[src/rtl/instr_fetch.sv]
`default_nettype none
// ============================================================================
// Module      : instr_fetch
// Description : Fetch stage with single-outstanding imem requests, skid buffer
//               and IF/ID register; drops wrong-path words after redirects.
// Revision    : 1.0
// ============================================================================
module instr_fetch #(
    parameter logic [31:0] RESET_PC = 32'h0000_0000
) (
    input  logic        clk,
    input  logic        rst_n,
    output logic        imem_req,
    output logic [31:0] imem_addr,
    input  logic        imem_ready,
    input  logic        imem_valid,
    input  logic [31:0] imem_rdata,
    input  logic        stall_d,
    input  logic        redirect,
    input  logic [31:0] redirect_pc,
    output logic [31:0] instr_d,
    output logic [31:0] pc_d,
    output logic        valid_d
);

    typedef enum logic [1:0] {
        ST_REQ  = 2'd0,
        ST_WAIT = 2'd1,
        ST_HOLD = 2'd2
    } state_t;

    localparam logic [31:0] c_PC_STEP    = 32'd4;
    localparam logic [31:0] c_ALIGN_MASK = 32'hFFFF_FFFC;

    state_t      r_state,     w_stateNext;
    logic [31:0] r_pcF,       w_pcFNext;
    logic [31:0] r_reqPc,     w_reqPcNext;
    logic [31:0] r_bufInstr,  w_bufInstrNext;
    logic [31:0] r_bufPc,     w_bufPcNext;
    logic [31:0] r_instrD,    w_instrDNext;
    logic [31:0] r_pcD,       w_pcDNext;
    logic        r_kill,      w_killNext;
    logic        r_validD,    w_validDNext;
    logic        w_accept;
    logic        w_loadD;
    logic [31:0] w_redirPc;

    // Gated with rst_n so no request is visible while reset is held.
    assign imem_req  = rst_n & (r_state == ST_REQ) & ~redirect;
    assign imem_addr = r_pcF;
    assign w_accept  = imem_req & imem_ready;
    assign w_redirPc = redirect_pc & c_ALIGN_MASK;

    assign instr_d = r_instrD;
    assign pc_d    = r_pcD;
    assign valid_d = r_validD;

    always_comb begin
        w_stateNext    = r_state;
        w_pcFNext      = r_pcF;
        w_reqPcNext    = r_reqPc;
        w_bufInstrNext = r_bufInstr;
        w_bufPcNext    = r_bufPc;
        w_instrDNext   = r_instrD;
        w_pcDNext      = r_pcD;
        w_killNext     = r_kill;
        w_validDNext   = r_validD;
        w_loadD        = 1'b0;

        case (r_state)
            ST_REQ: begin
                if (w_accept) begin
                    w_reqPcNext = r_pcF;
                    w_pcFNext   = r_pcF + c_PC_STEP;
                    w_stateNext = ST_WAIT;
                end
            end
            ST_WAIT: begin
                if (imem_valid) begin
                    if (r_kill) begin
                        w_killNext  = 1'b0;
                        w_stateNext = ST_REQ;
                    end else if (!stall_d || !r_validD) begin
                        w_instrDNext = imem_rdata;
                        w_pcDNext    = r_reqPc;
                        w_loadD      = 1'b1;
                        w_stateNext  = ST_REQ;
                    end else begin
                        w_bufInstrNext = imem_rdata;
                        w_bufPcNext    = r_reqPc;
                        w_stateNext    = ST_HOLD;
                    end
                end
            end
            ST_HOLD: begin
                if (!stall_d) begin
                    w_instrDNext = r_bufInstr;
                    w_pcDNext    = r_bufPc;
                    w_loadD      = 1'b1;
                    w_stateNext  = ST_REQ;
                end
            end
            default: begin
                w_stateNext = ST_REQ;
            end
        endcase

        if (w_loadD) begin
            w_validDNext = 1'b1;
        end else if (!stall_d) begin
            w_validDNext = 1'b0;
        end

        // A pending response with no arrival yet must be swallowed later via kill.
        if (redirect) begin
            w_pcFNext    = w_redirPc;
            w_validDNext = 1'b0;
            w_instrDNext = r_instrD;
            w_pcDNext    = r_pcD;
            if ((r_state == ST_WAIT) && !imem_valid) begin
                w_stateNext = ST_WAIT;
                w_killNext  = 1'b1;
            end else begin
                w_stateNext = ST_REQ;
                w_killNext  = 1'b0;
            end
        end
    end

    always_ff @(posedge clk or negedge rst_n) begin
        if (!rst_n) begin
            r_state    <= ST_REQ;
            r_pcF      <= RESET_PC & c_ALIGN_MASK;
            r_reqPc    <= 32'd0;
            r_bufInstr <= 32'd0;
            r_bufPc    <= 32'd0;
            r_instrD   <= 32'd0;
            r_pcD      <= 32'd0;
            r_kill     <= 1'b0;
            r_validD   <= 1'b0;
        end else begin
            r_state    <= w_stateNext;
            r_pcF      <= w_pcFNext;
            r_reqPc    <= w_reqPcNext;
            r_bufInstr <= w_bufInstrNext;
            r_bufPc    <= w_bufPcNext;
            r_instrD   <= w_instrDNext;
            r_pcD      <= w_pcDNext;
            r_kill     <= w_killNext;
            r_validD   <= w_validDNext;
        end
    end

endmodule
`default_nettype wire
[config.mk]
export PLATFORM = sky130hd
export DESIGN_NAME = instr_fetch
export DESIGN_NICKNAME = d
export VERILOG_FILES = /design/src/rtl/instr_fetch.sv
export SDC_FILE = /design/constraint.sdc
export NUM_CORES = 1
export LEC_CHECK = 0
export CAP_MARGIN = 40
export CORE_MARGIN = 1.5
export CORE_UTILIZATION = 48
export CTS_CLUSTER_DIAMETER = 50
export DETAILED_ROUTE_END_ITERATION = 8
export PLACE_DENSITY = 0.85
export SYNTH_ARGS = -nofsm -noshare
export SYNTH_HDL_FRONTEND = slang
export SYNTH_SLANG_ARGS = --single-unit
[constraint.sdc]
create_clock -name clk -period 2.75 [get_ports clk]
set_input_delay 0.275 -clock clk [delete_from_list [all_inputs] [get_ports clk]]
set_output_delay 0.275 -clock clk [all_outputs]
set_load 0.01 [all_outputs]
# --- Word level (Yosys, flattened, before mapping) ---
# Cells that the tools add are included.
word_totals:
  output_inout_bits: 98
  inputBits: 70
  reg_bits: 196
classes:
  addsub: 1
  muxes: 33
  bitwise: 6
  reduce_logical: 17
  eq_ne: 10
op_table:
  columns: ["operator", "n"]
  rows:
  - ["32-bit two-way mux", 11]
  - ["32-bit case mux with 2 select lines", 2]
  - ["32-bit by 3-bit adder with 32-bit output, second input constant", 1]
  - ["1-bit two-way mux", 12]
  - ["2-bit two-way mux", 6]
  - ["2-bit nonzero test", 5]
  - ["3-bit inequality test, second input constant", 3]
  - ["2-bit inequality test, second input constant", 4]
  - ["2-bit case mux with 3 select lines", 1]
  - ["2-bit AND reduction", 3]
  - ["6-bit AND reduction", 1]
  - ["4-bit AND reduction", 1]
  - ["1-bit bitwise AND", 3]
  - ["1-bit zero test", 3]
  - ["3-bit by 1-bit inequality test with 1-bit output, second input constant", 1]
  - ["1-bit inverter", 3]
  - ["3-bit AND reduction", 1]
  - ["2-bit by 1-bit == test with 1-bit output, second input constant", 1]
  - ["2-bit == test, second input constant", 1]
  - ["2-bit zero test", 1]
  - ["1-bit case mux with 2 select lines", 1]
  - ["1-bit logical AND", 1]
  - ["1-bit logical OR", 1]

# --- Depth between registers and ports, before layout ---
logic_depth:
  word_depth: 8
  mapped_depth: 8
  ltp_nobuf: 6

# --- Worst setup path before layout ---
# OpenSTA, ideal clock, no wires.
synth_timing:
  path_type: "reg-to-reg"
  start: "register r_state[0]"
  end: "register r_pcF[31], in the netlist imem_addr[31]"
  arrival_ns: 2.038
  path_stages_with_launch: 8
  t_required_ns: 2.668
  path_slack_ns: 0.630
  n_path_buf: 1
  path_cell_list: "dfrtp_1 inv_1 ha_1 nand4_1 or4_1 clkbuf_1 or4_1 a31oi_1"
synth_between:
  elab_chain_cells: 6
  word_cells_on_any_way: 7
synth_rtl:
  columns: ["element", "line", "source"]
  rows:
  - ["start: declaration", "35", "state_t r_state, w_stateNext;"]
  - ["start signal: assignment", "142", "r_state <= w_stateNext;"]
  - ["2-bit zero test (*)", "49, 70", null]
  - ["1-bit bitwise AND (2 in a row)", "49", "assign imem_req = rst_n & (r_state == ST_REQ) & ~redirect;"]
  - ["1-bit bitwise AND", "51", "assign w_accept = imem_req & imem_ready;"]
  - ["2-bit nonzero test (no source line)", null, null]
  - ["2-bit AND reduction (no source line) (*)", null, null]
  - ["end signal: assignment", "133", "r_pcF <= RESET_PC & c_ALIGN_MASK;"]
  - ["end signal: assignment", "143", "r_pcF <= w_pcFNext;"]
  - ["end: declaration", "36", "logic [31:0] r_pcF, w_pcFNext;"]
# Every way passes the cells marked *; elsewhere a longest branch is shown, timed or not.
# A chain may end at the register's enable or synchronous reset.

# --- Worst setup path after layout ---
# Ends and elaborated chain as after synthesis.

==> impl_metrics.env <==
export IMPL_grt_pass1_vias=6020
export IMPL_initial_core_util_pct=49.1
export IMPL_ant_nets=0
export IMPL_die_w_um=136
export IMPL_viasPerCell=5.57
export IMPL_fill_cells=1359
export IMPL_coreArea_um2=17400
export IMPL_grt_ovfl_total=0
export IMPL_outcome="complete, no violations"
export IMPL_finalSetupViolations=0
export IMPL_drtIter0Drc=276
export IMPL_syn_avg_cell_area_um2=13.1
export IMPL_hpwl_um=13100
export IMPL_drc=0
export IMPL_area_growth_pct=30.0
export IMPL_crit_type="reg2reg"
export IMPL_cts_root_buf="clkbuf_16"
export IMPL_fin_cells=1044
export IMPL_synthTopCellsByCount="213 x mux2_2, 188 x dfrtp_1, 33 x nand2_1, 28 x clkbuf_1"
export IMPL_crit_top_cell="or4_1"
export IMPL_htree_levels=4
export IMPL_hold_class="in2async"
export IMPL_yosys_area_top_type_share_pct=55.1
export IMPL_grt_pass1_wl_um=30500
export IMPL_dieArea_um2=18600
export IMPL_syn_inst=650
export IMPL_crit_slowest_cell="or4_1"
export IMPL_ys_async_sr_fraction_pct=100
export IMPL_grt_usage_pct=21.3
export IMPL_wl_per_cell_um=18.3
export IMPL_ir_drop_uv=480
export IMPL_vias=5819
export IMPL_synth_edf_count=0
export IMPL_critPathArrivalTime_ns=2.70
export IMPL_critPathLaunchType="flop"
export IMPL_drt_first_pass_iters=4
export IMPL_rsz0062_at_grt="no"
export IMPL_drive_gt1_share_pct=32.8
export IMPL_yosys_cell_count_top_type="mux2_2"
export IMPL_endpoint_kind="flop"
export IMPL_port_buffers=161
export IMPL_hold_buffers=0
export IMPL_cts_tree="done"
export IMPL_yosysWarnings=0
export IMPL_hold_viol=0
export IMPL_cts_clk_slew_worst_paths_ns=0.06
export IMPL_gp_congestion=0.793
export IMPL_drt_wl_total_um=19100
export IMPL_max_cap_violations=0
export IMPL_critical_path_top_delay_family="simple AND/OR/NAND/NOR gates"
export IMPL_synth_seq_area_share_pct=55.1
export IMPL_insertion_delay_ns=0.43
export IMPL_path_buf_inv=1
export IMPL_final_nets=881
export IMPL_clk_path_buf_depth=2
export IMPL_cp_required_ns=3.09
export IMPL_tns_ns=0
export IMPL_ioPinCount=168
export IMPL_ys_flop_type="dfrtp_1"
export IMPL_cts_resized=0
export IMPL_placed_cells=1012
export IMPL_antenna_cells=0
export IMPL_tightestPinTransition_ns=0.788
export IMPL_ys_types=38
export IMPL_cts_setup_buffers=0
export IMPL_syn_cell_area_um2=8530
export IMPL_fin_skew_ns=0.00770
export IMPL_maxSlewViolCount=0
export IMPL_cts_sinks=188
export IMPL_ys_ff_latch=188
export IMPL_finalCriticalPeriod_ns=2.36
export IMPL_maxSlewHeadroom_pct=47.5
export IMPL_synth_area_leaders="dfrtp_1 55%, mux2_2 28%, nand2_1 1.5%, or4_1 1.3%, clkbuf_1 1.2%"
export IMPL_power_density_nw_per_um2=853
export IMPL_grt_max_degree=64
export IMPL_p_leak_uw=0.00474
export IMPL_yosysTopAreaCell="dfrtp_1"
export IMPL_max_stage_delay_ns=0.68
export IMPL_die_height_um=136
export IMPL_numCtsBuffers=17
export IMPL_rows=48
export IMPL_crit_chain="inv_1 > ha_1 > nand4_1 > or4_1 > or4_1 > a31oi_1"
export IMPL_path_max_fanout=8
export IMPL_fmax_ghz=0.424
export IMPL_timing_final_crit_share_pct=85.7
export IMPL_grt_antenna_before_repair=0
==> sequential cells by signal, summed over array words and instances (netlist names) <==
signal / flops
instr_d: 32
pc_d: 30
r_bufInstr: 32
r_bufPc: 30
valid_d: 1
r_kill: 1
r_reqPc: 30
r_state: 2
imem_addr: 30
==> power breakdown <==
group	total, uW	switching, uW	internal, uW
Combinational	2750	991	1750
Sequential	4070	516	3560
Clock	2640	1060	1580
==> worst paths after layout <==
| path | startpoint | end | slack, ns | depth (start not counted) |
|---|---|---|---|---|
| worst max register to register | r_state[0]$_DFFE_PN0P_ | imem_addr[31]$_DFFE_PN0P_ | 0.39 | 6 |
| min in group clk | redirect_pc[9] | imem_addr[9]$_DFFE_PN0P_ | 0.41 | 3 |
| worst min register to register | r_bufPc[6]$_DFFE_PN0P_ | r_bufPc[6]$_DFFE_PN0P_ | 0.50 | 1 |
| worst max-delay path | r_state[0]$_DFFE_PN0P_ | imem_addr[31]$_DFFE_PN0P_ | 0.39 | 6 |
| max in group asynchronous | rst_n | r_bufInstr[11]$_DFFE_PN0P_ | 1.59 | 4 |
| worst min-delay path | rst_n | imem_addr[19]$_DFFE_PN0P_ | 0.04 | 2 |
==> kinds of logic after synthesis <==
| group | Yosys count | share of synthesized area, % |
|---|---|---|
| other | 1 | 0.0440 |
| DFF | 188 | 55.1 |
| xor gates and xnor gates | 10 | 1.03 |
| adders and majority gates | 5 | 0.733 |
| AOI/OAI and AO/OA | 57 | 4.24 |
| buffers and inverters | 49 | 2.51 |
| muxes | 215 | 28.4 |
| and+or+nand+nor | 125 | 7.95 |
==> through the flow <==
stage	setup WS (ns)	hold slack [ns]	util, %	area (um^2)	power, uW
detailed placement	0.403	0.491	60.2	10400	6890
global placement	0.414	0.479	60.0	10400	6760
CTS	0.375	0.0580	63.9	11100	9560
floorplan	0.630	-0.0206	-	8540	5370
global route	0.244	0.0861	63.9	11100	9970
finish	0.394	0.0384	63.9	11100	9460
==> area by class of cell <==
class                   instances  area [um^2]  area share, %
clock buffers                  19          453           4.08
clock inverters                13          186           1.68
inverters                       7         26.3          0.237
multi-input cells             416         3650           32.9
flip-flops and latches        188         4700           42.4
well taps                     225          282           2.54
repair buffers                176         1790           16.1
==> cells in the final DEF (no fill, tap or decap), types with 2 or more instances in the layout <==
master,Yosys,routed
a21oi_1,4,4
a221o_1,2,2
a22oi_1,3,3
a31oi_1,11,11
and3_1,5,5
and4_1,4,4
buf_12,0,3
buf_4,4,11
bufinv_16,0,4
clkbuf_16,0,17
clkbuf_8,0,3
clkdlybuf4s50_1,0,160
clkinv_2,0,3
conb_1,1,4
dfrtp_1,188,188
ha_1,5,4
inv_1,7,7
inv_6,0,4
mux2_2,213,213
mux2i_1,2,2
nand2_1,33,33
nand3_1,20,20
nand4_1,14,14
nor2_1,15,14
nor2b_1,5,4
nor3_1,3,3
nor4_1,2,2
o211ai_1,4,4
o21ai_0,20,20
o31ai_1,12,12
or2_2,2,2
or3_1,2,2
or4_1,15,15
xor2_1,9,9
==> per-layer routing <==
metal | part of all wire (%) | routed length [um] | up-vias | GRT usage, %
met3 | 6.5 | 1250 | 26 | 6.11
met1 | 41 | 7890 | 2940 | 26.0
met4 | 1.6 | 313 | 0 | 7.15
met2 | 51 | 9660 | 184 | 36.4
li1 | - | - | 2669 | -
met5 | 0 | 0 | - | 0
No activity file was read; power rests on OpenSTA's default activity.
==> edit 1: new RTL, same flow settings <==
Re-encode `state_t` (3 states) as one-hot, 3 bits wide.
--- a/src/rtl/instr_fetch.sv
+++ b/src/rtl/instr_fetch.sv
@@ -25,6 +25,6 @@
 
-    typedef enum logic [1:0] {
-        ST_REQ  = 2'd0,
-        ST_WAIT = 2'd1,
-        ST_HOLD = 2'd2
+    typedef enum logic [2:0] {
+        ST_REQ  = 3'b001,
+        ST_WAIT = 3'b010,
+        ST_HOLD = 3'b100
     } state_t;
Check against the original RTL: same outputs for any inputs over 4 cycles, from zero or initial values and one cycle with rst_n low; so few cycles prove little.
==> edit 1 against the original RTL <==
Synthesized area increased by 0.41%; worst setup slack got worse by 0.039 ns; wire length increased by 6.2%; design area increased by 0.36%; clock skew increased by 0.0028 ns; utilization increased by 0.23 points; sequential share of layout area increased by 0.083 points; sequential cell count increased by 1; critical path type unchanged.
Power is not compared: it rests on default switching activity, and its combinational part moved more than twofold at a synthesized area within 25%.
==> edit 1: results <==
{
  "final-instance-count-excl-fill": 1105,
  "avgSynthCellArea_um2": 12.1,
  "skew_ns": 0.0105,
  "dp_slack_ns": 0.279,
  "worst_hold_path_type": "input port to flop",
  "drive_gt1_frac": 0.276,
  "cp_slowest_stage_delay_ns": 0.62,
  "setup.worst_path.start": "r_state[0]",
  "maxSlewHeadroom": 0.443,
  "antenna_found_initial": 2,
  "crit_fanout": 18,
  "ys_seq_area_frac": 0.552,
  "place_area_um2": 10500,
  "yosysUniqueCellTypes": 53,
  "drt-wirelength-per-cell_um": 18.4,
  "grt_usage": 0.221,
  "first_pass_iters": 5,
  "r2r_setup_slack_ns": 0.35,
  "maxClockFrequency_ghz": 0.417,
  "synth_common_cells": "dfrtp_1, mux2_2, nand2_1",
  "dp_hpwl_um": 13900,
  "grt_max_degree": 67,
  "timing.rr.end": "imem_addr[26]",
  "yosys-top-cells-area": "dfrtp_1, mux2_2, nand2_1",
  "hold_depth": 3,
  "gp_congestion": 0.824,
  "nets": 938,
  "viasPerCell": 5.59,
  "drt-initial-drc-count": 367,
  "run_status": "completed",
  "grt_pass1_vias": 6215,
  "critical_path_arrival_ns": 2.72
}
edit 1: changes by cell type after synthesis, sizes merged, moves of 5 or more:
cell,unedited run,this run
a21oi,4,9
a31oi,11,4
buf,14,25
clkbuf,28,17
mux2,213,186
nand2,33,109
nand4,15,10
nor2,15,24
o311ai,0,5
o31ai,12,3
or4,16,1
xor2,9,2
edit 1: area by class of cell:
cell class / instances / area [um2]
clock inverters: 12 / 160
repair buffers: 181 / 1830
clock buffers: 20 / 457
fillers: 1309 / 6230
inverters: 6 / 22.5
flip-flops and latches: 189 / 4730
multi-input cells: 472 / 3650
well taps: 225 / 282
edit 1: metal layers:
layer | part of all wire | vias up | wire [um] | global-route usage
met3 | 0.062 | 35 | 1270 | 0.0556
met4 | 0.029 | 0 | 587 | 0.103
li1 | - | 2826 | - | -
met2 | 0.49 | 203 | 9890 | 0.356
met1 | 0.42 | 3113 | 8550 | 0.279
met5 | 0 | - | 0 | 0
edit 1: worst min-delay path by stage:
stage / start / to / slack (ns)
finish: redirect_pc[19] / imem_addr[19] / 0.42
global placement: r_bufPc[31] / r_bufPc[31] / 0.46
CTS: redirect_pc[19] / imem_addr[19] / 0.41
detailed placement: rst_n / r_bufPc[5] / 0.30
floorplan: rst_n / imem_addr[10] / -0.02
global route: rst_n / pc_d[9] / 0.44
edit 1: kinds of logic after synthesis:
family	after synthesis	share of synthesized area
compound gates	72	0.0561
xor+xnor	7	0.00716
fa+ha+maj	1	0.00146
buf+inv	48	0.0256
flops	189	0.552
mux	191	0.250
other cells	1	0.000438
simple gates	197	0.107
edit 1: worst register-to-register path, delay by kind of cell, from the launching register on:
| family | cells | cell delay [ns] |
|---|---|---|
| AND/OR/NAND/NOR | 3 | 1.00 |
| flip-flops | 1 | 0.62 |
| AO/OA/AOI/OAI | 2 | 0.36 |
| buffers and inverters | 1 | 0.33 |
edit 1: timing repair:
item,CTS,global route
endpoints found under the hold margin,14,0
hold buffers,1,0
setup buffers,0,0
edit 1: report_power, final:
part,total (mW),internal (mW),switching (mW),leakage (nW)
Sequential,3.28,3.04,0.237,2.50
Combinational,1.09,0.634,0.453,2.27
Clock,2.55,1.49,1.07,0.295
==> edit 2: new RTL, same flow settings <==
Made on the original files. Make the reset (`rst_n`) synchronous in one clocked block.
--- a/src/rtl/instr_fetch.sv
+++ b/src/rtl/instr_fetch.sv
@@ -129,3 +129,3 @@
 
-    always_ff @(posedge clk or negedge rst_n) begin
+    always_ff @(posedge clk) begin
         if (!rst_n) begin
Function: differs if rst_n is asserted again (counterexample within 4 cycles, from zero or initial values and one cycle with rst_n low); with rst_n held inactive, the same outputs for 4 cycles.
==> edit 2 against the original RTL <==
Worst setup slack better by 0.060 ns; maximum frequency up 2.6%; synthesized area down 0.84%; wire length up 19%; sequential cell count unchanged; critical path type unchanged; die area down 0.81%; first-iteration DRC count up 140%; design area down 2.2%; sequential share of layout area down 7.7 points; via count up 33%.
Power is not compared: it rests on default switching activity, and its combinational part moved more than twofold at a synthesized area within 25%.
==> edit 2: results <==
{
  "run_status": "completed",
  "yosysUniqueCellTypes": 56,
  "grt_usage": 0.247,
  "synth_compound_area_frac": 0.0982,
  "crit_fanout": 7,
  "drt-initial-drc-count": 654,
  "gp_congestion": 0.932,
  "critical_path_arrival_ns": 2.62,
  "final-instance-count-excl-fill": 1384,
  "dp_slack_ns": 0.478,
  "vias": 7714,
  "postSynthCellCount": 1023,
  "whs_ns": 0.420,
  "synth_common_cells": "nand2_1, dfxtp_1, a21oi_1",
  "synthMuxAreaShare": 0.162,
  "synthArstFlopShare": 0,
  "cpMaxStageDelayCell": "nor4_1",
  "place_area_um2": 10300,
  "skew_ns": 0.00953,
  "crit_end": "imem_addr[30]",
  "ys_seq_area_frac": 0.445,
  "fillCellCount": 1510,
  "drive_gt1_frac": 0.110,
  "first_pass_iters": 5,
  "setup.worst_path.start": "imem_addr[3]",
  "worst_hold_path_type": "input port to flop",
  "synth-xor-area-share": 0.00518,
  "grt_pass1_vias": 7239,
  "synthAdderAreaFrac": 0.00592,
  "dp_cells": 1352,
  "wirelength_um": 22700,
  "grt_max_degree": 162,
  "dp_hpwl_um": 14700,
  "maxSlewHeadroom": 0.522
}
## edit 2: changes by cell type after synthesis, moves of 7 or more
cell,before,now
nand2_1,33,338
a21oi_1,4,88
xor2_1,9,2
mux2i_1,2,64
mux2_2,213,65
clkbuf_1,28,59
nor4_1,2,9
dfrtp_1,188,0
or4_1,15,8
dfxtp_1,0,188
## edit 2: final cells by class
class                   count  area [um2]  area share
flip-flops and latches    188        3760       0.347
clock inverters            12         135      0.0125
repair buffers            180        1800       0.166
clock buffers              20         447      0.0412
well taps                 225         282      0.0260
inverters                  10        37.5     0.00346
multi-input cells         749        4380       0.404
## edit 2: worst min-delay path: cells and delay by family
family          cells  cell delay [ns]
simple gates        1             0.07
compound gates      1             0.05
buf+inv             1             0.41
## edit 2: routing by layer
layer	wire length, um	global-route usage	vias up
li1	-	-	3743
met1	10200	0.338	3639
met2	10500	0.391	287
met3	1420	0.0393	45
met4	593	0.0932	0
met5	0	0	-
